**config.mk**
```make
export PLATFORM = sky130hd
export DESIGN_NAME = decode_pipe_stage
export DESIGN_NICKNAME = d
export VERILOG_FILES = /design/src/rtl/decode_pipe_stage.sv
export SDC_FILE = /design/constraint.sdc
export NUM_CORES = 1
export LEC_CHECK = 0
export CAP_MARGIN = 5
export CELL_PAD_IN_SITES_DETAIL_PLACEMENT = 0
export CELL_PAD_IN_SITES_GLOBAL_PLACEMENT = 1
export CORE_UTILIZATION = 47
export DETAILED_ROUTE_END_ITERATION = 7
export HOLD_SLACK_MARGIN = 0.05
export PLACE_DENSITY_LB_ADDON = 0.1
export REMOVE_ABC_BUFFERS = 1
export SLEW_MARGIN = 20
export SYNTH_ARGS = -nofsm -noshare
export SYNTH_HDL_FRONTEND = slang
export SYNTH_SLANG_ARGS = --single-unit
```
**constraint.sdc**
```tcl
create_clock -name clk -period 1.95 [get_ports clk]
set_input_delay 0.195 -clock clk [delete_from_list [all_inputs] [get_ports clk]]
set_output_delay 0.195 -clock clk [all_outputs]
set_load 0.02 [all_outputs]
```
**src/rtl/decode_pipe_stage.sv**
```systemverilog
// ---------------------------------------------------------------------------
// decode_pipe_stage
//
// Decode-to-execute pipeline stage. Holds the architectural register file,
// reads both source operands (with same-cycle write bypass), detects RAW
// hazards against the execute- and memory-stage writers, and registers the
// decoded instruction into the execute slot with valid/ready handshaking.
//
// Parameters
//   WORD_WIDTH      datapath / PC / instruction width
//   REG_ADDR_WIDTH  register index width (2**REG_ADDR_WIDTH registers)
//   CTRL_WIDTH      opaque control bundle width
//   FORWARDING_EN   0: stall on any RAW, 1: stall on load-use only
//
// Ports
//   clk, rst                 clock (rising edge), async active-low reset
//   id_valid / id_ready      decode-stage handshake
//   pc_in, instruction_in    fetched PC / instruction
//   src1/src2/dst_addr       register indices; srcN_used marks real reads
//   ctrl_in, wb_en_in,
//   mem_read_in              decoded control
//   condition_pass           0 squashes side effects of this instruction
//   flush                    branch-taken squash of ID and EX slot
//   ex_ready                 execute stage accepts the slot contents
//   mem_wb_en, mem_dst       memory-stage writer (hazard source)
//   wb_en, wb_addr, wb_data  register-file write port
//   ex_*                     execute-slot outputs
//   hazard                   RAW stall asserted this cycle
// ---------------------------------------------------------------------------
module decode_pipe_stage #(
    parameter int WORD_WIDTH     = 32,
    parameter int REG_ADDR_WIDTH = 4,
    parameter int CTRL_WIDTH     = 7,
    parameter bit FORWARDING_EN  = 1'b0
) (
    input  logic                      clk,
    input  logic                      rst,
    input  logic                      id_valid,
    output logic                      id_ready,
    input  logic [WORD_WIDTH-1:0]     pc_in,
    input  logic [WORD_WIDTH-1:0]     instruction_in,
    input  logic [REG_ADDR_WIDTH-1:0] src1_addr,
    input  logic [REG_ADDR_WIDTH-1:0] src2_addr,
    input  logic [REG_ADDR_WIDTH-1:0] dst_addr,
    input  logic                      src1_used,
    input  logic                      src2_used,
    input  logic [CTRL_WIDTH-1:0]     ctrl_in,
    input  logic                      wb_en_in,
    input  logic                      mem_read_in,
    input  logic                      condition_pass,
    input  logic                      flush,
    input  logic                      ex_ready,
    input  logic                      mem_wb_en,
    input  logic [REG_ADDR_WIDTH-1:0] mem_dst,
    input  logic                      wb_en,
    input  logic [REG_ADDR_WIDTH-1:0] wb_addr,
    input  logic [WORD_WIDTH-1:0]     wb_data,
    output logic                      ex_valid,
    output logic [WORD_WIDTH-1:0]     ex_pc,
    output logic [WORD_WIDTH-1:0]     ex_instruction,
    output logic [WORD_WIDTH-1:0]     ex_val_rn,
    output logic [WORD_WIDTH-1:0]     ex_val_rm,
    output logic [REG_ADDR_WIDTH-1:0] ex_dst,
    output logic [REG_ADDR_WIDTH-1:0] ex_src1,
    output logic [REG_ADDR_WIDTH-1:0] ex_src2,
    output logic [CTRL_WIDTH-1:0]     ex_ctrl,
    output logic                      ex_wb_en,
    output logic                      ex_mem_read,
    output logic                      hazard
);

    localparam int REG_COUNT = 2 ** REG_ADDR_WIDTH;

    logic [WORD_WIDTH-1:0] reg_file [REG_COUNT];

    // Execute-slot registers
    logic                      vld_p1;
    logic [WORD_WIDTH-1:0]     pc_p1;
    logic [WORD_WIDTH-1:0]     instr_p1;
    logic [WORD_WIDTH-1:0]     rn_p1;
    logic [WORD_WIDTH-1:0]     rm_p1;
    logic [REG_ADDR_WIDTH-1:0] dst_p1;
    logic [REG_ADDR_WIDTH-1:0] src1_p1;
    logic [REG_ADDR_WIDTH-1:0] src2_p1;
    logic [CTRL_WIDTH-1:0]     ctrl_p1;
    logic                      wb_en_p1;
    logic                      mem_read_p1;

    // Decode-stage combinational signals
    logic [WORD_WIDTH-1:0] rn_p0;
    logic [WORD_WIDTH-1:0] rm_p0;
    logic                  ex_writer;
    logic                  ex_match;
    logic                  mem_match;
    logic                  hazard_p0;
    logic                  slot_free;
    logic                  accept;

    // Register file: the write port is independent of stall and flush so
    // retiring instructions always land.
    always_ff @(posedge clk or negedge rst) begin
        if (!rst) begin
            reg_file <= '{default: '0};
        end else if (wb_en) begin
            reg_file[wb_addr] <= wb_data;
        end
    end

    // ---- stage p0: operand read, hazard detection, handshake ----

    // A write landing this cycle is visible to the reader at once, so a
    // stalled instruction picks up results that retire during the stall.
    always_comb begin
        rn_p0 = reg_file[src1_addr];
        rm_p0 = reg_file[src2_addr];
        if (wb_en && (wb_addr == src1_addr)) begin
            rn_p0 = wb_data;
        end
        if (wb_en && (wb_addr == src2_addr)) begin
            rm_p0 = wb_data;
        end
    end

    // The EX writer is taken from the registered slot, whose wb_en is already
    // cleared for condition-failed instructions, so those never cause stalls.
    always_comb begin
        ex_writer = vld_p1 & wb_en_p1;
        ex_match  = (src1_used & ex_writer & (dst_p1 == src1_addr))
                  | (src2_used & ex_writer & (dst_p1 == src2_addr));
        mem_match = (src1_used & mem_wb_en & (mem_dst == src1_addr))
                  | (src2_used & mem_wb_en & (mem_dst == src2_addr));
        if (FORWARDING_EN) begin
            // Only a load in EX cannot be forwarded in time.
            hazard_p0 = id_valid & ex_match & mem_read_p1;
        end else begin
            hazard_p0 = id_valid & (ex_match | mem_match);
        end
    end

    assign slot_free = ~vld_p1 | ex_ready;
    assign accept    = id_valid & ~hazard_p0;
    assign id_ready  = flush | (slot_free & ~hazard_p0);
    assign hazard    = hazard_p0;

    // ---- stage p1: execute slot ----
    always_ff @(posedge clk or negedge rst) begin
        if (!rst) begin
            vld_p1      <= 1'b0;
            pc_p1       <= '0;
            instr_p1    <= '0;
            rn_p1       <= '0;
            rm_p1       <= '0;
            dst_p1      <= '0;
            src1_p1     <= '0;
            src2_p1     <= '0;
            ctrl_p1     <= '0;
            wb_en_p1    <= 1'b0;
            mem_read_p1 <= 1'b0;
        end else if (flush) begin
            vld_p1 <= 1'b0;
        end else if (slot_free) begin
            vld_p1 <= accept;
            if (accept) begin
                pc_p1       <= pc_in;
                instr_p1    <= instruction_in;
                rn_p1       <= rn_p0;
                rm_p1       <= rm_p0;
                dst_p1      <= dst_addr;
                src1_p1     <= src1_addr;
                src2_p1     <= src2_addr;
                // A failed condition still occupies the slot but has no
                // architectural side effects.
                ctrl_p1     <= condition_pass ? ctrl_in : '0;
                wb_en_p1    <= condition_pass & wb_en_in;
                mem_read_p1 <= condition_pass & mem_read_in;
            end
        end
    end

    assign ex_valid       = vld_p1;
    assign ex_pc          = pc_p1;
    assign ex_instruction = instr_p1;
    assign ex_val_rn      = rn_p1;
    assign ex_val_rm      = rm_p1;
    assign ex_dst         = dst_p1;
    assign ex_src1        = src1_p1;
    assign ex_src2        = src2_p1;
    assign ex_ctrl        = ctrl_p1;
    assign ex_wb_en       = wb_en_p1;
    assign ex_mem_read    = mem_read_p1;

endmodule

```
==> flow_metrics.tcl <==
set metrics [dict create \
    grt_setup_unrepaired "yes" \
    slew_viol_final 0 \
    place_congestion 0.8242 \
    whs_ns 0.1394 \
    fin_util 0.6193 \
    worstHoldPathType "primary input to async pin" \
    routed_wl_um 98900 \
    yosys.area.top_type "dfrtp_1" \
    cp_common_cell "a21o_1" \
    power.share.combinational 0.270 \
    diodes 0 \
    cp_max_fo 3 \
    synth_top_area_share 0.5003 \
    power_density_nw_per_um2 1072 \
    grt_start_max_net_pins 83 \
    critPathKind "register to output pin" \
    die-height_um 267.4 \
    start_kind "register" \
    final_antenna_net_count 0 \
    ys_warn_count 0 \
    die_w_um 267.4 \
    clock_skew_ns 0.02537 \
    via_per_inst 6.067 \
    finalNetCount 2785 \
    synth_edf_count 0 \
    fin_crit_ns 2.304 \
    p_leak_nw 17.76 \
    maxCapViolations 0 \
    finalHoldViolations 0 \
    cp_top_family "flip-flops" \
    maxSlewHeadroom 0.5039 \
    outcome "complete, but fails checks" \
    antenna_found_initial 0 \
    portBuffers 286 \
    root_buffer "clkbuf_16" \
    drive_gt1_frac 0.4697 \
    grt_pass1_vias 23540 \
    final_area_um2 42850 \
    cts_tree "built" \
    tns_ns -40.25 \
    num_vias 22080 \
    clock_latency_ns 0.61 \
    place_ws_ns -0.5352 \
    seqPwrFrac 0.422 \
    place_area_um2 39520 \
    p_sw_frac 0.2825 \
    htree_num_levels 3 \
    synth.area.top_cells "dfrtp_1 50%, mux2_2 19%, mux4_2 17%" \
    grt_overflow 0 \
    synthCells 2205 \
    worstMarginPinSlew_ns 0.7419 \
    cts_num_sinks 662 \
    syn2layout_area_growth_pct 29.42 \
    track_usage 0.2805 \
    yosysMostFrequentCell "dfrtp_1" \
    ys_ff_latch 662 \
    ys_async_sr_fraction 1.000 \
    finalSetupViolations 152 \
    cp.required_ns 1.75 \
    period_share 1.182 \
    critPathMaxStageDelay_ns 0.47 \
    crit_slowest_cell "dfrtp_2" \
    synth-seq-area-share 0.5003 \
    firstDrtPassIters 5 \
    ioPinCount 287 \
    max_freq_mhz 434.0 \
    row_count 96 \
    ys.flop_type "dfrtp_1" \
    grt_first_pass_wirelength_um 150100 \
    crit_chain "xnor2_2 -> nand4_1 -> nor4_1 -> a21o_1 -> o21ai_2 -> a21o_1 -> buf_6" \
    wl_per_cell_um 27.18 \
    power.switching_mw 12.98 \
    clkSlewWorstSetupHoldPaths_ns 0.06 \
    avgSynthCellArea_um2 15.02 \
    setup_ws_ns -0.3543 \
    dieArea_um2 71510 \
    worst-path-buf-inv 1 \
    synth_cell_types 39 \
    peakVddDrop_mv 0.8605 \
    critical_path_arrival_ns 2.11 \
    p_int_mw 32.97 \
    violations "setup timing" \
    netlist_top_cells_count "662 x dfrtp_1, 557 x mux2_2, 256 x mux4_2" \
    pwr-share-clk 0.307 \
    start_util 0.4786 \
    drc 0 \
    dr.first_iter.drc_count 1666 \
    core-area_um2 69190 \
    critPathCaptureType "output pin" \
    cts_made_buffers 74 \
    clockBufferDepth 3 \
    syn_area_um2 33110 \
    dp_hpwl_um 64240 \
]
[per-stage QoR]
stage	cells	power, mW
finish	3639	45.94
global route	3639	48.11
CTS	3633	46.10
detailed placement	3471	31.60
global placement	3471	31.05
floorplan	1999	26.25
[logic make-up (layout without fill, tap and decap cells)]
group / Yosys count / after routing / share of synthesized area
AND/OR/NAND/NOR: 57 / 57 / 0.009863
multiplexers: 917 / 917 / 0.3962
XOR/XNOR: 21 / 21 / 0.005555
flip-flops: 662 / 662 / 0.5003
AO/OA/AOI/OAI: 264 / 264 / 0.05007
buffers and inverters: 284 / 787 / 0.03798
[metal layers]
| metal | wire length, um | global-route usage | part of all wire |
|---|---|---|---|
| met5 | 0 | 0 | 0 |
| met4 | 2376 | 0.07475 | 0.024 |
| met3 | 5814 | 0.04046 | 0.059 |
| met2 | 47540 | 0.4529 | 0.48 |
| met1 | 43170 | 0.3987 | 0.44 |
[layout by cell type, fill, tap and decap left out, drive strengths merged]
master	count
dlygate4sd3	1
nor3	9
a222oi	1
nor2b	3
a21oi	128
nand3	3
or3	2
nor2	11
mux2	588
and2	1
nand2b	4
mux2i	73
clkbuf	121
dfrtp	662
nand3b	1
nand2	15
a22oi	128
nand4	3
inv	81
o211ai	1
bufinv	5
clkinv	8
a21o	2
xor2	13
nor4	4
o21bai	1
xnor2	8
clkinvlp	1
dlygate4sd2	5
o22ai	1
mux4	256
buf	291
o21ai	2
clkdlybuf4s50	274
or4	1
[registers in the layout (all words and copies together), names as in the netlist]
register,cells
reg_file,512
ex_instruction,32
ex_pc,32
ex_val_rm,32
ex_val_rn,32
ex_ctrl,7
ex_dst,4
ex_src1,4
ex_src2,4
ex_mem_read,1
ex_valid,1
ex_wb_en,1
[worst paths after layout]
path	start	to	slack, ns	cells past startpoint
setup / recovery	ex_dst[2]	id_ready	-0.35	7
hold / removal	rst	reg_file[167]	0.14	2
setup reg to reg	ex_dst[2]	ex_instruction[21]	-0.34	11
hold reg to reg	ex_pc[13]	ex_pc[13]	0.50	1
max in group asynchronous	rst	reg_file[240]	0.97	3
min in group clk	ctrl_in[4]	ex_ctrl[4]	0.15	3
[power groups by stage]
| stage | combinational (mW) | clock [mW] | sequential [mW] |
|---|---|---|---|
| 6_report | 12.4 | 14.1 | 19.4 |
| 5_1_grt | 13.2 | 15.0 | 19.8 |
| 4_1_cts | 12.3 | 14.4 | 19.3 |
| 3_5_place_dp | 12.0 | 0 | 19.6 |
| 3_3_place_gp | 11.8 | 0 | 19.3 |
| 2_1_floorplan | 6.33 | 0 | 19.9 |
[cell type report]
| type | instances | area, um^2 |
|---|---|---|
| flip-flops and latches | 662 | 16570 |
| repair buffers | 575 | 6766 |
| fillers | 5251 | 26340 |
| inverters | 78 | 292.8 |
| well taps | 931 | 1165 |
| clock buffers | 117 | 2217 |
| clock inverters | 17 | 224.0 |
| multi-input cells | 1259 | 15620 |
[timing repair]
item | CTS | global route
endpoints found under the setup margin | 154 | 152
pin swaps | 2 | 5
cloned | 13 | 5
gates resized for setup | 49 | 53
hold buffers | 1 | 0
endpoints found under the hold margin | 662 | 0
buffers inserted | 14 | 3
No activity file was read; power rests on OpenSTA's default activity.
